## config.mk

```make
export PLATFORM = sky130hd
export DESIGN_NAME = init_reset_sequencer
export DESIGN_NICKNAME = d
export VERILOG_FILES = /design/src/rtl/init_reset_sequencer.sv
export SDC_FILE = /design/constraint.sdc
export NUM_CORES = 1
export LEC_CHECK = 0
export CAP_MARGIN = 0
export CORE_MARGIN = 2
export CORE_UTILIZATION = 45
export DETAILED_ROUTE_END_ITERATION = 16
export GPL_ROUTABILITY_DRIVEN = 0
export HOLD_SLACK_MARGIN = 0.12
export PLACE_DENSITY = 0.66
export SLEW_MARGIN = 15
export SYNTH_ARGS = -nofsm -noshare
export SYNTH_HDL_FRONTEND = slang
export SYNTH_SLANG_ARGS = --single-unit
```

## constraint.sdc

```tcl
create_clock -name CLK -period 3.7 [get_ports CLK]
set_input_delay 0.74 -clock CLK [delete_from_list [all_inputs] [get_ports CLK]]
set_output_delay 0.74 -clock CLK [all_outputs]
set_load 0.01 [all_outputs]
```

## src/rtl/init_reset_sequencer.sv

```systemverilog
// Reset-release sequencer fed by the init monitor and fabric PLL lock.
// Releases fabric reset after a stable-lock delay, then CPU reset after DDR calibration or timeout.
module init_reset_sequencer #(
  parameter int unsigned SYNC_STAGES          = 2,
  parameter int unsigned RELEASE_DELAY        = 16,
  parameter int unsigned CALIB_TIMEOUT_CYCLES = 1048576,
  parameter bit          CALIB_REQUIRED       = 1'b1
) (
  input  logic       CLK,
  input  logic       RESETN,
  input  logic       DEVICE_INIT_DONE,
  input  logic       SRAM_INIT_DONE,
  input  logic       AUTOCALIB_DONE,
  input  logic       PLL_LOCK,
  output logic       FABRIC_RESET_N,
  output logic       CPU_RESET_N,
  output logic       CALIB_TIMEOUT,
  output logic [2:0] SEQ_STATE
);

  localparam int unsigned CNT_RANGE = (RELEASE_DELAY > CALIB_TIMEOUT_CYCLES) ?
                                      RELEASE_DELAY : CALIB_TIMEOUT_CYCLES;
  localparam int unsigned CNT_W     = $clog2(CNT_RANGE + 1);

  localparam logic [CNT_W-1:0] DELAY_LAST = CNT_W'(RELEASE_DELAY - 1);
  localparam logic [CNT_W-1:0] CALIB_LAST = CNT_W'(CALIB_TIMEOUT_CYCLES - 1);
  localparam logic [CNT_W-1:0] CNT_SAT    = '1;

  localparam logic [2:0] S_WAIT_INIT = 3'd0;
  localparam logic [2:0] S_WAIT_LOCK = 3'd1;
  localparam logic [2:0] S_DELAY     = 3'd2;
  localparam logic [2:0] S_FABRIC    = 3'd3;
  localparam logic [2:0] S_RUN       = 3'd4;

  if (SYNC_STAGES < 2 || SYNC_STAGES > 4) begin : g_bad_sync
    $error("SYNC_STAGES must be in 2..4");
  end
  if (RELEASE_DELAY < 2) begin : g_bad_delay
    $error("RELEASE_DELAY must be at least 2");
  end

  logic [3:0]       sync_q [SYNC_STAGES];
  logic             device_init_done_s;
  logic             sram_init_done_s;
  logic             autocalib_done_s;
  logic             pll_lock_s;
  logic [2:0]       state;
  logic [2:0]       state_next;
  logic             timeout_hit_c;
  logic [CNT_W-1:0] cnt;

  // Multi-flop synchronisers; nothing downstream sees the raw inputs.
  always_ff @(posedge CLK) begin
    if (!RESETN) begin
      for (int unsigned i = 0; i < SYNC_STAGES; i++) sync_q[i] <= '0;
    end else begin
      sync_q[0] <= {DEVICE_INIT_DONE, SRAM_INIT_DONE, AUTOCALIB_DONE, PLL_LOCK};
      for (int unsigned i = 1; i < SYNC_STAGES; i++) sync_q[i] <= sync_q[i-1];
    end
  end

  assign {device_init_done_s, sram_init_done_s, autocalib_done_s, pll_lock_s} =
    sync_q[SYNC_STAGES-1];

  always_ff @(posedge CLK) begin
    if (!RESETN) state <= S_WAIT_INIT;
    else         state <= state_next;
  end

  // Lock loss beats every forward transition; a calibration-done beats the timeout.
  always_comb begin
    state_next    = state;
    timeout_hit_c = 1'b0;
    case (state)
      S_WAIT_INIT: if (device_init_done_s && sram_init_done_s) state_next = S_WAIT_LOCK;
      S_WAIT_LOCK: if (pll_lock_s) state_next = S_DELAY;
      S_DELAY: begin
        if (!pll_lock_s)              state_next = S_WAIT_LOCK;
        else if (cnt == DELAY_LAST)   state_next = S_FABRIC;
      end
      S_FABRIC: begin
        if (!pll_lock_s) begin
          state_next = S_WAIT_LOCK;
        end else if (!CALIB_REQUIRED || autocalib_done_s) begin
          state_next = S_RUN;
        end else if (cnt == CALIB_LAST) begin
          state_next    = S_RUN;
          timeout_hit_c = 1'b1;
        end
      end
      S_RUN:   if (!pll_lock_s) state_next = S_WAIT_LOCK;
      default: state_next = S_WAIT_INIT;
    endcase
  end

  // Shared dwell counter: restarts on every state change, saturates rather than wraps.
  always_ff @(posedge CLK) begin
    if (!RESETN || (state_next != state)) cnt <= '0;
    else if (cnt != CNT_SAT)              cnt <= cnt + CNT_W'(1);
  end

  always_ff @(posedge CLK) begin
    if (!RESETN) begin
      FABRIC_RESET_N <= 1'b0;
      CPU_RESET_N    <= 1'b0;
      CALIB_TIMEOUT  <= 1'b0;
    end else begin
      FABRIC_RESET_N <= (state_next == S_FABRIC) || (state_next == S_RUN);
      CPU_RESET_N    <= (state_next == S_RUN);
      if (timeout_hit_c) CALIB_TIMEOUT <= 1'b1;
    end
  end

  assign SEQ_STATE = state;

endmodule

```

==> flow_summary.toml <==
[clocking]
worstSkewPairLatency_ns = 0.29
postCtsHoldBufs = 0
htreeDepth = 2
clockBufferDepth = 2
clkTransAtPathRegs_ns = 0.07
cts_setup_buffers = 0
clkSinkCount = 35
root_buffer = "clkbuf_8"
cts_tree = "done"
cts_resized = 0
numCtsBuffers = 5

[floorplan]
die_y_um = 67.1
rows = 22
coreArea_um2 = 3740
start_util = 0.479
die_w_um = 67.1
die-area_um2 = 4510
ios = 12

[critical_path]
path_max_fanout = 21
cp.arrival_ns = 2.67
cp_slowest_cell = "o31ai_4"
cp_common_cell = "and4_4"
path_cells = "ha_1 > and4_4 > and4_4 > a21oi_1 > o31ai_4 > buf_4 > a211oi_2"
crit_required_ns = 3.87
critPathKind = "reg2reg"
crit_family = "compound AO/OA/AOI/OAI gates"
worst-r2r-setup-slack_ns = 1.20
setup.worst_path.start = "cnt[0]"
slowest_delay_ns = 0.55
worstReg2RegStart = "cnt[0]"
end_kind = "flop"
cp_num_buf_inv = 1
crit_path_start_kind = "flop"

[grt]
grt_max_degree = 22
use_met2 = 0.307
overflow = 0
grt_pass1_vias = 1399
busiest_layer = "met2"
grt_pass1_wl_um = 6560
use_met3 = 0.0567
use_met1 = 0.251
antenna_found_initial = 0
grt_use_total = 0.196

[routing]
via_count = 1403
drt-initial-drc-count = 100
drt-total-wl_um = 3660
avgViaCountPerCell = 5.85
wl_per_cell_um = 15.2
first_pass_iters = 4
drc = 0
final_antenna_net_count = 0

[timing]
worstMarginPinSlew_ns = 0.808
finalHoldViolCount = 0
drv_slew = 0
fin_crit_sh = 0.677
clock.fmax_ghz = 0.399
final.setup.worst_slack_ns = 1.20
period_minus_slack_ns = 2.50
setup_violations = 0
tns_ns = 0
fin_skew_ns = 0.00517
hold_slack_ns = 0.435
rsz0062_at_grt = "false"
relSlewSlack = 0.459

[yosys]
synth.distinct_cells = 38
syn_inst = 182
yosysSeqAreaShare = 0.391
ys_warn_count = 0
ys.flop_type = "dfxtp_1"
avgSynthCellArea_um2 = 9.86
synth-edff-count = 0
syn_area_um2 = 1790
syn_nets = 189
yosys_register_bits = 35
async_flop_share = 0

[run_status]
status = "finished clean"

[placement]
place.port_buffers = 11
dp_cells = 232
dpl_worst_slack_ns = 1.23
hpwl_um = 2570

[hold_path]
hold_class = "reg2reg"
min_from = "sync_q[0][0]"

[layout]
final_nets = 198
num_antenna_cells = 0
instances_no_fill = 240
final_common_cell = "dfxtp_1"
area_delta_synth_final_pct = 11.4
drive_above_1_share = 0.182
most-common-layout-cells = "dfxtp_1 (35), a211oi_2 (19), xnor2_1 (16)"

[power_and_ir_drop]
ir_drop_uv = 207
leakagePower_nw = 0.585
cellPowerDensity_nw_per_um2 = 356

[flow_run]
maxCapViolCount = 0
routing by layer:
metal / routed length (um) / up-vias
li1: - / 696
met1: 1700 / 672
met2: 1750 / 30
met3: 150 / 5
met4: 60 / 0
met5: 0 / -
registers in the layout (all words and copies together), names as in the netlist:
| name | flops |
|---|---|
| SEQ_STATE | 3 |
| CALIB_TIMEOUT | 1 |
| CPU_RESET_N | 1 |
| cnt | 21 |
| sync_q | 8 |
| FABRIC_RESET_N | 1 |
final cells by class:
| cell class | count | area, um^2 |
|---|---|---|
| Clock inverter | 1 | 8.76 |
| Timing Repair Buffer | 13 | 125 |
| Multi-Input combinational cell | 134 | 1010 |
| Clock buffer | 7 | 86.3 |
| Sequential cell | 35 | 701 |
| Tap cell | 48 | 60.1 |
| Inverter | 2 | 7.51 |
| Fill cell | 346 | 1740 |
per-stage QoR:
step | cell area, um^2 | utilization | power [mW]
2_1_floorplan | 1790 | - | 0.419
6_report | 2000 | 0.534 | 0.712
3_3_place_gp | 1900 | 0.509 | 0.427
3_5_place_dp | 1900 | 0.509 | 0.430
4_1_cts | 2000 | 0.534 | 0.721
5_1_grt | 2000 | 0.534 | 0.742
worst reg2reg max path, cell delays in order, from the launching register on:
cell	delay [ns]
dfxtp_1	0.40
ha_1	0.20
and4_4	0.26
and4_4	0.37
a21oi_1	0.16
o31ai_4	0.55
buf_4	0.34
a211oi_2	0.10
final timing paths:
| kind | end | depth (start not counted) |
|---|---|---|
| hold reg to reg | sync_q[0][4] | 1 |
| hold / removal | sync_q[0][4] | 1 |
| setup reg to reg | cnt[8] | 7 |
| setup / recovery | cnt[8] | 7 |
synthesized netlist by cell type (all sizes together) (2+ instances only):
cell | instances | area share
nand3b | 2 | 0.0084
a2111oi | 5 | 0.028
nand2 | 15 | 0.031
a21oi | 11 | 0.031
o31ai | 2 | 0.011
nand4 | 6 | 0.021
xor2 | 2 | 0.0098
and4 | 4 | 0.025
buf | 8 | 0.040
a211oi | 21 | 0.14
nor2 | 8 | 0.021
and2 | 8 | 0.028
nor2b | 2 | 0.0070
clkbuf | 3 | 0.0063
xnor2 | 16 | 0.078
dfxtp | 35 | 0.39
inv | 2 | 0.0042
nor4 | 6 | 0.021
and3 | 4 | 0.014
nand3 | 8 | 0.022
o21ai | 2 | 0.0056
power by group:
group	total, mW	switching [mW]	internal, mW
sequential	0.389	0.00546	0.384
combinational	0.0316	0.0175	0.0142
clock	0.291	0.139	0.152
cells by family after synthesis:
| kind of cell | share of synthesized area |
|---|---|
| and+or+nand+nor | 0.217 |
| xor gates and xnor gates | 0.0879 |
| adders and majority gates | 0.00697 |
| buffers and inverters | 0.0509 |
| AOI/OAI and AO/OA | 0.247 |
| DFF | 0.391 |
No activity file was read; power rests on OpenSTA's default activity.
==> edit, RTL diff (config.mk and constraints unchanged) <==
Set the parameter `CALIB_REQUIRED` to 1'b0 (it was 1'b1).
--- a/src/rtl/init_reset_sequencer.sv
+++ b/src/rtl/init_reset_sequencer.sv
@@ -5,5 +5,5 @@
   parameter int unsigned RELEASE_DELAY        = 16,
   parameter int unsigned CALIB_TIMEOUT_CYCLES = 1048576,
-  parameter bit          CALIB_REQUIRED       = 1'b1
+  parameter bit          CALIB_REQUIRED       = 1'b0
 ) (
   input  logic       CLK,
Check against the original RTL: no difference found for any inputs over 10 cycles, from zero or initial values and one cycle with RESETN low; that may be too few to reach the edited logic, so the function may still have changed.
==> edit against the original RTL <==
  * Sequential cell count fell by 3
  * Critical path type unchanged
  * Synthesized cell count fell by 4.9%
  * Power fell by 9.4%
  * Clock power fell by 8.6%
  * Worst setup slack improved by 0.10 ns
  * Combinational power fell by 27%
  * Count of clock-buffer cells in the layout fell by 1
  * Core utilization fell by 1.9 points
  * Final area fell by 14%
  * Largest cell class unchanged
  * Final cell count fell by 6.3%
  * Critical endpoint is now cnt[4]$_SDFFE_PP0P_
  * Area after synthesis fell by 12%
  * Wire length fell by 18%
==> edit: results (changes against the original RTL) <==
[logic_synthesis] share of the yosys chip area belonging to registers 40.7% [+1.7 points]
[routing] violation count after the first detailed-routing iteration 45 [-55%]
[run_status] result of the run completed
[global_routing] overall track demand over capacity in global routing 17.2% [-2.4 points]
[final_layout] non-filler cells in the finished layout 225 [-6.3%]
[logic_synthesis] post-synthesis share of cell area spent on full adders, half adders and majority gates 1.43% [+0.73 points]
[critical_path] Worst R2R End cnt[4]$_SDFFE_PP0P_
[global_routing] wire length of the first global-routing pass 5250 µm [-20%]
[global_routing] routing usage on met3 5.89% [+0.23 points]
[final_layout] Layout fillers 329 [-4.9%]
[place] estimated wirelength of the detail-placed design 2040 µm [-21%]
[global_routing] met2 Resource Use GR 25.3% [-5.4 points]
[global_routing] vias in the first global route 1133 [-19%]
[final_layout] multi-input combinational cell count 125 [-6.7%]
[routing] routed wire length on met2 1370 µm [-22%]
[floorplan] die footprint 0.00398 mm² [-12%]
[sta] Relative slew margins 31.5% [-14 points]
[final_layout] share of cell area taken by multi-input logic gates 48.6% [-2.0 points]
[power_and_ir_drop] worst-case vdd ir drop 0.000212 V [+2.1%]
[power_and_ir_drop] power dissipated by switching net loads 142 µW [-12%]
[routing] routed via count divided by cell count 5.42 [-7.3%]
[final_layout] area added between synthesis and finish 9.23%
[sta] final setup slack of the worst path 1.30 ns [+0.104 ns]
[final_layout] buffer share of cell area 5.24% [-1.0 points]
[critical_path] count of cells along the worst register-to-register path 5 [-2]
[logic_synthesis] top cells by area in the synthesized netlist sky130_fd_sc_hd__dfxtp_1 41%, sky130_fd_sc_hd__xnor2_1 8.9%, sky130_fd_sc_hd__nor2_1 4.8%, sky130_fd_sc_hd__a21oi_1 3.8%, sky130_fd_sc_hd__a2111oi_4 3.5%
edit: changes by cell type after synthesis, sizes merged, moves of 2 or more:
| cell | before | now |
|---|---|---|
| dfxtp | 35 | 32 |
| buf | 8 | 10 |
| clkbuf | 3 | 1 |
| nor2b | 2 | 0 |
| a21oi | 11 | 13 |
| and4 | 4 | 6 |
| a211oi | 21 | 2 |
| nor3 | 1 | 9 |
| nor2 | 8 | 22 |
| and2 | 8 | 6 |
| inv | 2 | 5 |
| nand2 | 15 | 11 |
| xor2 | 2 | 0 |
edit: power by group through the flow:
stage                     clock, µW  combinational [µW]  sequential, µW
final                           266                23.2             356
after global placement            0                22.8             364
after CTS                       275                23.5             357
after global routing            284                27.0             358
after detailed placement          0                23.4             365
after floorplan                   0                17.5             363
edit: logic make-up after synthesis:
kind of cell | Yosys count
flip-flops | 32
AO/OA/AOI/OAI | 25
AND/OR/NAND/NOR | 81
adder cells (fa/ha/maj) | 2
other | 1
XOR/XNOR | 16
buffers and inverters | 16
